File: src/rtl/hazard_pipeline_tracker.sv
// Hazard and pipeline tracker: the producer side of the operand-forwarding interface.
// It carries the destination and control fields of in-flight instructions through the
// ID/EX, EX/MEM and MEM/WB stage registers. It detects load-use hazards and inserts one
// bubble for each. It freezes on mem_busy and squashes the decode slot on flush.
// Ports:
//   clk, reset                      - clock; synchronous active-high reset
//   id_valid, if_id_register_rs/rt  - decode-slot validity and source registers
//   id_register_rd, id_regwrite,
//   id_memread                      - decode-slot destination and control
//   flush, mem_busy                 - branch squash; whole-pipeline hold
//   id_ex_*, ex_mem_*, mem_wb_*     - registered stage fields to the forwarding unit
//   pc_write, if_id_write           - front-end advance enables (combinational)
//   id_ex_bubble                    - bubble entering ID/EX this cycle (combinational)
//   stall_count                     - saturating count of cycles with pc_write=0
module hazard_pipeline_tracker #(
    parameter int unsigned REG_ADDR_W = 5,
    parameter int unsigned COUNT_W    = 16
) (
    input  logic                  clk,
    input  logic                  reset,
    input  logic                  id_valid,
    input  logic [REG_ADDR_W-1:0] if_id_register_rs,
    input  logic [REG_ADDR_W-1:0] if_id_registerrt,
    input  logic [REG_ADDR_W-1:0] id_register_rd,
    input  logic                  id_regwrite,
    input  logic                  id_memread,
    input  logic                  flush,
    input  logic                  mem_busy,
    output logic [REG_ADDR_W-1:0] id_ex_register_rs,
    output logic [REG_ADDR_W-1:0] id_ex_registerrt,
    output logic [REG_ADDR_W-1:0] id_ex_register_rd,
    output logic                  id_ex_regwrite,
    output logic                  id_ex_memread,
    output logic [REG_ADDR_W-1:0] ex_mem_register_rd,
    output logic                  ex_mem_regwrite,
    output logic [REG_ADDR_W-1:0] mem_wb_register_rd,
    output logic                  mem_wb_regwrite,
    output logic                  pc_write,
    output logic                  if_id_write,
    output logic                  id_ex_bubble,
    output logic [COUNT_W-1:0]    stall_count
);

    logic load_use;

    // A load in EX whose non-zero destination feeds the valid decode instruction.
    always_comb begin
        load_use = id_ex_memread && id_ex_regwrite
                && (id_ex_register_rd != REG_ADDR_W'(0)) && id_valid
                && ((id_ex_register_rd == if_id_register_rs)
                 || (id_ex_register_rd == if_id_registerrt));
    end

    // Front-end control. mem_busy outranks flush, and flush outranks load_use.
    always_comb begin
        pc_write     = 1'b1;
        if_id_write  = 1'b1;
        id_ex_bubble = 1'b0;
        if (mem_busy) begin
            pc_write    = 1'b0;
            if_id_write = 1'b0;
        end else if (flush) begin
            id_ex_bubble = 1'b1;
        end else if (load_use) begin
            pc_write     = 1'b0;
            if_id_write  = 1'b0;
            id_ex_bubble = 1'b1;
        end
    end

    // Stage registers and the stall counter.
    always_ff @(posedge clk) begin
        if (reset) begin
            id_ex_register_rs  <= '0;
            id_ex_registerrt   <= '0;
            id_ex_register_rd  <= '0;
            id_ex_regwrite     <= 1'b0;
            id_ex_memread      <= 1'b0;
            ex_mem_register_rd <= '0;
            ex_mem_regwrite    <= 1'b0;
            mem_wb_register_rd <= '0;
            mem_wb_regwrite    <= 1'b0;
            stall_count        <= '0;
        end else begin
            if (!mem_busy) begin
                mem_wb_register_rd <= ex_mem_register_rd;
                mem_wb_regwrite    <= ex_mem_regwrite;
                ex_mem_register_rd <= id_ex_register_rd;
                ex_mem_regwrite    <= id_ex_regwrite;
                if (id_ex_bubble) begin
                    id_ex_register_rs <= '0;
                    id_ex_registerrt  <= '0;
                    id_ex_register_rd <= '0;
                    id_ex_regwrite    <= 1'b0;
                    id_ex_memread     <= 1'b0;
                end else begin
                    id_ex_register_rs <= if_id_register_rs;
                    id_ex_registerrt  <= if_id_registerrt;
                    id_ex_register_rd <= id_register_rd;
                    id_ex_regwrite    <= id_regwrite && id_valid;
                    id_ex_memread     <= id_memread && id_valid;
                end
            end
            // The counter saturates at all-ones and never wraps.
            if (!pc_write && (stall_count != {COUNT_W{1'b1}})) begin
                stall_count <= stall_count + COUNT_W'(1);
            end
        end
    end

endmodule

File: config.mk
export PLATFORM = sky130hd
export DESIGN_NAME = hazard_pipeline_tracker
export DESIGN_NICKNAME = d
export VERILOG_FILES = /design/src/rtl/hazard_pipeline_tracker.sv
export SDC_FILE = /design/constraint.sdc
export NUM_CORES = 1
export LEC_CHECK = 0
export CAP_MARGIN = 25
export CORE_MARGIN = 4
export CORE_UTILIZATION = 45
export DETAILED_ROUTE_END_ITERATION = 6
export PLACE_DENSITY = 0.83
export SLEW_MARGIN = 20
export SYNTH_ARGS = -nofsm -noshare
export SYNTH_HDL_FRONTEND = slang
export SYNTH_SLANG_ARGS = --single-unit
File: constraint.sdc
create_clock -name clk -period 2.6 [get_ports clk]
set_input_delay 0.26 -clock clk [delete_from_list [all_inputs] [get_ports clk]]
set_output_delay 0.26 -clock clk [all_outputs]
set_load 0.05 [all_outputs]
==> results.tsv, run 1 <==
stage	metric	value	unit
logic_synthesis	ys_warn_count	0	
grt	grt_pass1_vias	1756	
sta	timing.final.hold_violations	0	
finish	area_growth	42.5	%
detailed_routing	drc	0	
worst_setup_path	r2r-start	stall_count[1]	
place	placed_area	2780	um^2
detailed_routing	via_per_inst	5.32	
sta	rsz0062_at_grt	no	
floorplanning	dieArea	5660	um^2
cts	clkTransAtPathRegs	90	ps
worst_setup_path	crit_path_end_kind	flop	
sta	fin_crit_sh	0.890	
power_and_ir_drop	power.density	532	nW/um^2
logic_synthesis	avgSynthCellArea	9.30	um^2
cts	cts_made_buffers	5	
finish	regArea	901	um^2
cts	postCtsHoldBufs	0	
finish	nFillCells	351	
worst_setup_path	crit_fanout	13	
logic_synthesis	synth_fa_ha_area_frac	0.00615	
logic_synthesis	synth_cells	219	
logic_synthesis	synth_xor_area_frac	0.0473	
worst_setup_path	critPathSlowestCell	dfxtp_1	
grt	grtUsageTotal	0.184	
logic_synthesis	syn_nets	242	
hold_path	hp-start	mem_wb_register_rd[0]	
sta	worst_pin_slew	529	ps
grt	overflow	0	
sta	min_period	2310	ps
floorplanning	io_pins	70	
cts	htreeDepth	2	
cts	clk-insertion-delay-late	300	ps
worst_setup_path	critPathKind	flop to flop	
cts	clock_sinks	45	
worst_setup_path	worst-r2r-cell-count	8	
logic_synthesis	yosys_register_bits	45	
cts	cts-root-buf	clkbuf_8	
worst_setup_path	slowest_delay	420	ps
detailed_routing	drt_wl_total	4950	um
worst_setup_path	cp.arrival	2510	ps
power_and_ir_drop	ir_drop	0.416	mV
sta	fmax	432	MHz
cts	post_cts_buffers	0	
logic_synthesis	synth_area_leaders	dfxtp_1, mux2i_1, nor2_1	
logic_synthesis	synth_most_common_cell	dfxtp_1	
logic_synthesis	synth_edf_count	0	
logic_synthesis	netlist_top_cells_count	dfxtp_1, nor2_1, mux2i_1	
grt	grt_max_degree	34	
place	placed_cells	336	
detailed_routing	vias	1831	
grt	antenna_found_initial	0	
detailed_routing	drt_iter0_drc	99	
sta	max_slew_margin	0.646	
detailed_routing	ant_nets	0	
logic_synthesis	ys_types	34	
cts	cts_tree	yes	
detailed_routing	wire_per_inst	14.4	um
sta	setup_viol	0	
logic_synthesis	synthMuxAreaShare	0.154	
logic_synthesis	ys.flop_type	dfxtp_1	
hold_path	min_to	mem_wb_register_rd[0]	
floorplanning	initial_core_util	0.468	
worst_setup_path	start_kind	flop	
finish	multiInputGateArea	1060	um^2
place	dp_hpwl	3630	um
power_and_ir_drop	cellLeakagePower	1.08	nW
detailed_routing	first_pass_iters	4	
floorplanning	core_area	4350	um^2
hold_path	hp-class	flop to flop	
cts	cts_max_path_buffers	2	
worst_setup_path	worst-path-buf-inv	1	
floorplanning	die_width	75.3	um
worst_setup_path	r2r_end	stall_count[1]	
worst_setup_path	critPathTopFamily	simple AND/OR/NAND/NOR gates	
finish	design_area	2900	um^2
logic_synthesis	ys_seq_area_frac	0.443	
logic_synthesis	ys_async_sr_fraction	0	
floorplanning	num_rows	24	
cts	cts_resized	0	
finish	stdcell_count	344	
hold_path	hold_depth	2	
logic_synthesis	synthSimpleGateAreaFrac	0.211	
logic_synthesis	synth_area_leader_cell	dfxtp_1	
finish	diodes	0	
place	port_buffers	69	
logic_synthesis	synth_compound_area_frac	0.0971	
power_and_ir_drop	power	0.00154	W
grt	grt_pass1_wl	8050	um
outcome	status	completed	
logic_synthesis	syn_area	2040	um^2
job	maxCapViolCount	0	
worst_setup_path	path_cells	ha_1, nand4_1, nor4_1, and3b_4, a21oi_4, buf_4, mux2i_1, nor2_1	
finish	drive_above_1_share	0.127	
sta	finClkSkew	6.87	ps
finish	fin_nets	314	
worst_setup_path	cp.required	2800	ps
logic_synthesis	synth_top_family_by_area	simple AND/OR/NAND/NOR gates	
sta	tns	0	ps
logic_synthesis	synth_top_area_share	0.443	
place	gp_congestion	0.848	
sta	slew_viol_final	0	
floorplanning	dieHeight	75.3	um
worst_setup_path	regToRegSetupSlack	290	ps
[cells in the final DEF, fill, tap and decap left out, drive strengths merged, types with 3 or more instances in the layout]
| master | Yosys | routed |
|---|---|---|
| nand2 | 12 | 12 |
| or3 | 9 | 9 |
| xnor2 | 10 | 10 |
| a21oi | 11 | 11 |
| nor2 | 38 | 38 |
| mux2 | 3 | 3 |
| mux2i | 28 | 28 |
| o31ai | 3 | 3 |
| nor3 | 3 | 3 |
| or4 | 3 | 3 |
| nand3 | 8 | 8 |
| dfxtp | 45 | 45 |
| inv | 4 | 4 |
| clkdlybuf4s50 | 0 | 65 |
| clkbuf | 5 | 6 |
| nand4 | 4 | 4 |
| o21ai | 8 | 8 |
| nor2b | 6 | 6 |
| buf | 6 | 11 |
[metal layers]
metal | up-vias | GRT usage | part of all wire
li1 | 911 | - | -
met1 | 831 | 0.233 | 0.44
met2 | 83 | 0.279 | 0.43
met3 | 6 | 0.0881 | 0.12
met4 | 0 | 0.0563 | 0.0093
met5 | - | 0 | 0
[cells by family (layout without fill, tap and decap cells)]
group / after synthesis / count (layout)
buffers and inverters: 15 / 88
multiplexers: 31 / 31
flip-flops: 45 / 45
AND/OR/NAND/NOR: 87 / 87
XOR/XNOR: 11 / 11
adder cells (fa/ha/maj): 1 / 1
AO/OA/AOI/OAI: 29 / 29
[worst register-to-register path, delay by kind of cell (launching register included)]
family,cells,cell delay (ps)
buffers and inverters,1,250
muxes,1,210
adders and majority gates,1,210
AOI/OAI and AO/OA,1,290
and+or+nand+nor,4,840
DFF,1,420
[final cells by class]
cell class,count,share of cell area
Multi-Input combinational cell,159,0.364
Sequential cell,45,0.310
Timing Repair Buffer,76,0.256
Clock buffer,6,0.0285
Tap cell,52,0.0224
Clock inverter,2,0.0129
Inverter,4,0.00517
[registers in the layout, indices dropped and copies added (netlist names)]
register,flops
id_ex_regwrite,1
mem_wb_regwrite,1
ex_mem_register_rd,5
ex_mem_regwrite,1
mem_wb_register_rd,5
stall_count,16
id_ex_registerrt,5
id_ex_memread,1
id_ex_register_rd,5
id_ex_register_rs,5
[power by group]
part           internal, W  switching (W)  leakage (nW)
clock network     0.000313       0.000244        0.0574
logic             0.000109       0.000150         0.658
registers         0.000708      0.0000188         0.365
total              0.00113       0.000413          1.08
[stage by stage]
stage / setup slack, ps / hold slack (ps) / util
after floorplan: 102 / 404 / -
after global placement: 336 / 474 / 0.639
after detailed placement: 303 / 484 / 0.639
after CTS: 303 / 505 / 0.666
after global routing: 28.8 / 545 / 0.666
final: 286 / 499 / 0.666
[worst max path at each step]
stage | start | endpoint | slack [ps] | cells past startpoint
2_1_floorplan | stall_count[0] | stall_count[1] | 100 | 9
3_3_place_gp | if_id_register_rs[0] | stall_count[15] | 340 | 8
3_5_place_dp | if_id_register_rs[0] | stall_count[15] | 300 | 8
4_1_cts | stall_count[1] | stall_count[1] | 300 | 8
5_1_grt | stall_count[1] | stall_count[1] | 30 | 8
6_report | stall_count[1] | stall_count[1] | 290 | 8
Power figures use the tool's default switching activity.
==> run 2: changes to the inputs <==
CTS_CLUSTER_SIZE = 30   (was default)
MAX_ROUTING_LAYER = met4   (was default)
==> run 2 against run 1 <==
Against the previous run: power is essentially flat; via count grew 0.22%; non-clock buffer count is the same; clock skew grew 1.1 ps; final cell count is the same; worst setup slack lost 7.0 ps; clock-buffer cell count is the same; fmax shrank 0.30%; register-to-register slack is essentially flat; flip-flop and latch count is the same; sequential share of layout area is the same; first-iteration DRC count shrank 9.1%; critical endpoint unchanged; largest cell class unchanged.
==> results.tsv, run 2 (synthesis results as in run 1) <==
stage	metric	value	unit	change
place	place_ws	303	ps	unchanged
sta	fmax	431	MHz	-0.30%
hold_path	hp-class	flop to flop		
sta	worst_pin_slew	530	ps	+1.11 ps
cts	cts_max_path_buffers	2		unchanged
grt	grt_pass1_wl	8040	um	-0.17%
floorplanning	dieHeight	75.3	um	unchanged
cts	htreeDepth	2		unchanged
detailed_routing	dr.max_layer_used	met4		
sta	finClkSkew	7.98	ps	+1.11 ps
detailed_routing	ant_nets	0		unchanged
finish	area_growth	42.5	%	unchanged
outcome	status	completed		
finish	stdcell_count	344		unchanged
sta	tns	0	ps	unchanged
detailed_routing	drc	0		unchanged
detailed_routing	via_per_inst	5.33		+0.22%
grt	grt_max_degree	34		unchanged
cts	cts_resized	0		unchanged
job	maxCapViolCount	0		unchanged
detailed_routing	vias	1835		+0.22%
cts	clk-insertion-delay-late	300	ps	about the same
cts	cts_made_buffers	5		unchanged
finish	final_cell_mix	clkdlybuf4s50_1, dfxtp_1, nor2_1, mux2i_1, nand2_1		
worst_setup_path	crit_path_end_kind	flop		
grt	antenna_found_initial	0		unchanged
grt	grt_pass1_vias	1746		-0.57%
cts	clock_sinks	45		unchanged
worst_setup_path	cp.required	2790	ps	about the same
sta	rsz0062_at_grt	no		
worst_setup_path	crit_fanout	13		unchanged
cts	postCtsHoldBufs	0		unchanged
detailed_routing	first_pass_iters	4		unchanged
power_and_ir_drop	power.density	532	nW/um^2	about the same
sta	slew_viol_final	0		unchanged
finish	fin_nets	314		unchanged
finish	top_register	stall_count		
detailed_routing	wl_met3	482	um	-17%
place	dp_hpwl	3630	um	unchanged
cts	post_cts_buffers	0		unchanged
floorplanning	num_rows	24		unchanged
finish	largest_reg_flops	16		unchanged
worst_setup_path	cp.arrival	2520	ps	about the same
power_and_ir_drop	ir_drop	0.420	mV	+0.95%
sta	setup_viol	0		unchanged
detailed_routing	wl_met1	2280	um	+3.6%
floorplanning	initial_core_util	0.468		unchanged
detailed_routing	drt_iter0_drc	90		-9.1%
sta	worst_slack	279	ps	-7.01 ps
place	gp_congestion	0.862		+1.6%
place	placed_cells	336		unchanged
finish	drive_above_1_share	0.127		unchanged
grt	grtUsageTotal	0.190		+0.00536
cts	cts-root-buf	clkbuf_8		
power_and_ir_drop	cellLeakagePower	1.08	nW	unchanged
worst_setup_path	start_kind	flop		
sta	min_period	2320	ps	+7.01 ps
worst_setup_path	r2r_end	stall_count[1]		
worst_setup_path	regToRegSetupSlack	280	ps	about the same
detailed_routing	wl_met2	2130	um	+0.42%
grt	overflow	0		unchanged
cts	cts_tree	yes		
place	port_buffers	69		unchanged
sta	fin_crit_sh	0.893		+0.00270
floorplanning	core_area	4350	um^2	unchanged
detailed_routing	wire_per_inst	14.3	um	-0.20%
worst_setup_path	worst-r2r-cell-count	8		unchanged
worst_setup_path	r2r-start	stall_count[1]		
finish	diodes	0		unchanged
sta	max_slew_margin	0.646		-0.000740
sta	timing.final.hold_violations	0		unchanged
floorplanning	die_width	75.3	um	unchanged
worst_setup_path	critPathKind	flop to flop		
detailed_routing	drt_wl_total	4940	um	-0.20%
hold_path	min_to	mem_wb_register_rd[0]		
floorplanning	io_pins	70		unchanged
hold_path	hold_depth	2		unchanged
cts	clkTransAtPathRegs	90	ps	about the same
hold_path	hp-start	mem_wb_register_rd[0]		
finish	layout_commonest_cell	clkdlybuf4s50_1		
floorplanning	dieArea	5660	um^2	unchanged
==> run 2: cell counts in the layout (fill, tap and decap cells not counted) <==
Identical to the previous run, type by type.
==> run 2: final cells by class <==
type | instances | area, um^2
Fill cell | 351 | 1450
Clock inverter | 2 | 37.5
Tap cell | 52 | 65.1
Clock buffer | 6 | 82.6
Timing Repair Buffer | 76 | 743
Sequential cell | 45 | 901
Multi-Input combinational cell | 159 | 1060
Inverter | 4 | 15.0
==> run 2: stage by stage <==
stage / instance area [um^2] / total power, W / utilization / hold slack, ps
3_5_place_dp: 2780 / 0.00100 / 0.639 / 484
3_3_place_gp: 2780 / 0.00100 / 0.639 / 474
2_1_floorplan: 2040 / 0.000904 / - / 404
5_1_grt: 2900 / 0.00160 / 0.666 / 545
4_1_cts: 2900 / 0.00156 / 0.666 / 505
6_report: 2900 / 0.00154 / 0.666 / 500
==> run 2: worst max-delay path, stage by stage, from the launching register on <==
cell,delay (ps)
dfxtp_1,420
ha_1,210
nand4_1,130
nor4_1,390
and3b_4,270
a21oi_4,300
buf_4,250
mux2i_1,210
nor2_1,50
==> run 2: how the worst max path moves through the flow <==
stage                              start               to  slack, ps  cells after the start
floorplan                 stall_count[0]   stall_count[1]        100                      9
global placement    if_id_register_rs[0]  stall_count[15]        340                      8
detailed placement  if_id_register_rs[0]  stall_count[15]        300                      8
CTS                       stall_count[1]   stall_count[1]        300                      8
global route              stall_count[1]   stall_count[1]         30                      8
finish                    stall_count[1]   stall_count[1]        280                      8
==> run 2: layer usage <==
layer / up-vias / track usage
met1: 846 / 0.242
met4: 0 / 0.0563
met3: 6 / 0.0721
li1: 907 / -
met2: 76 / 0.279
met5: - / -
==> run 2: report_power, final <==
group          internal [W]  leakage, nW  total (W)  switching [W]
Clock              0.000313       0.0574   0.000558       0.000245
Sequential         0.000708        0.365   0.000727      0.0000187
Combinational      0.000109        0.658   0.000259       0.000150
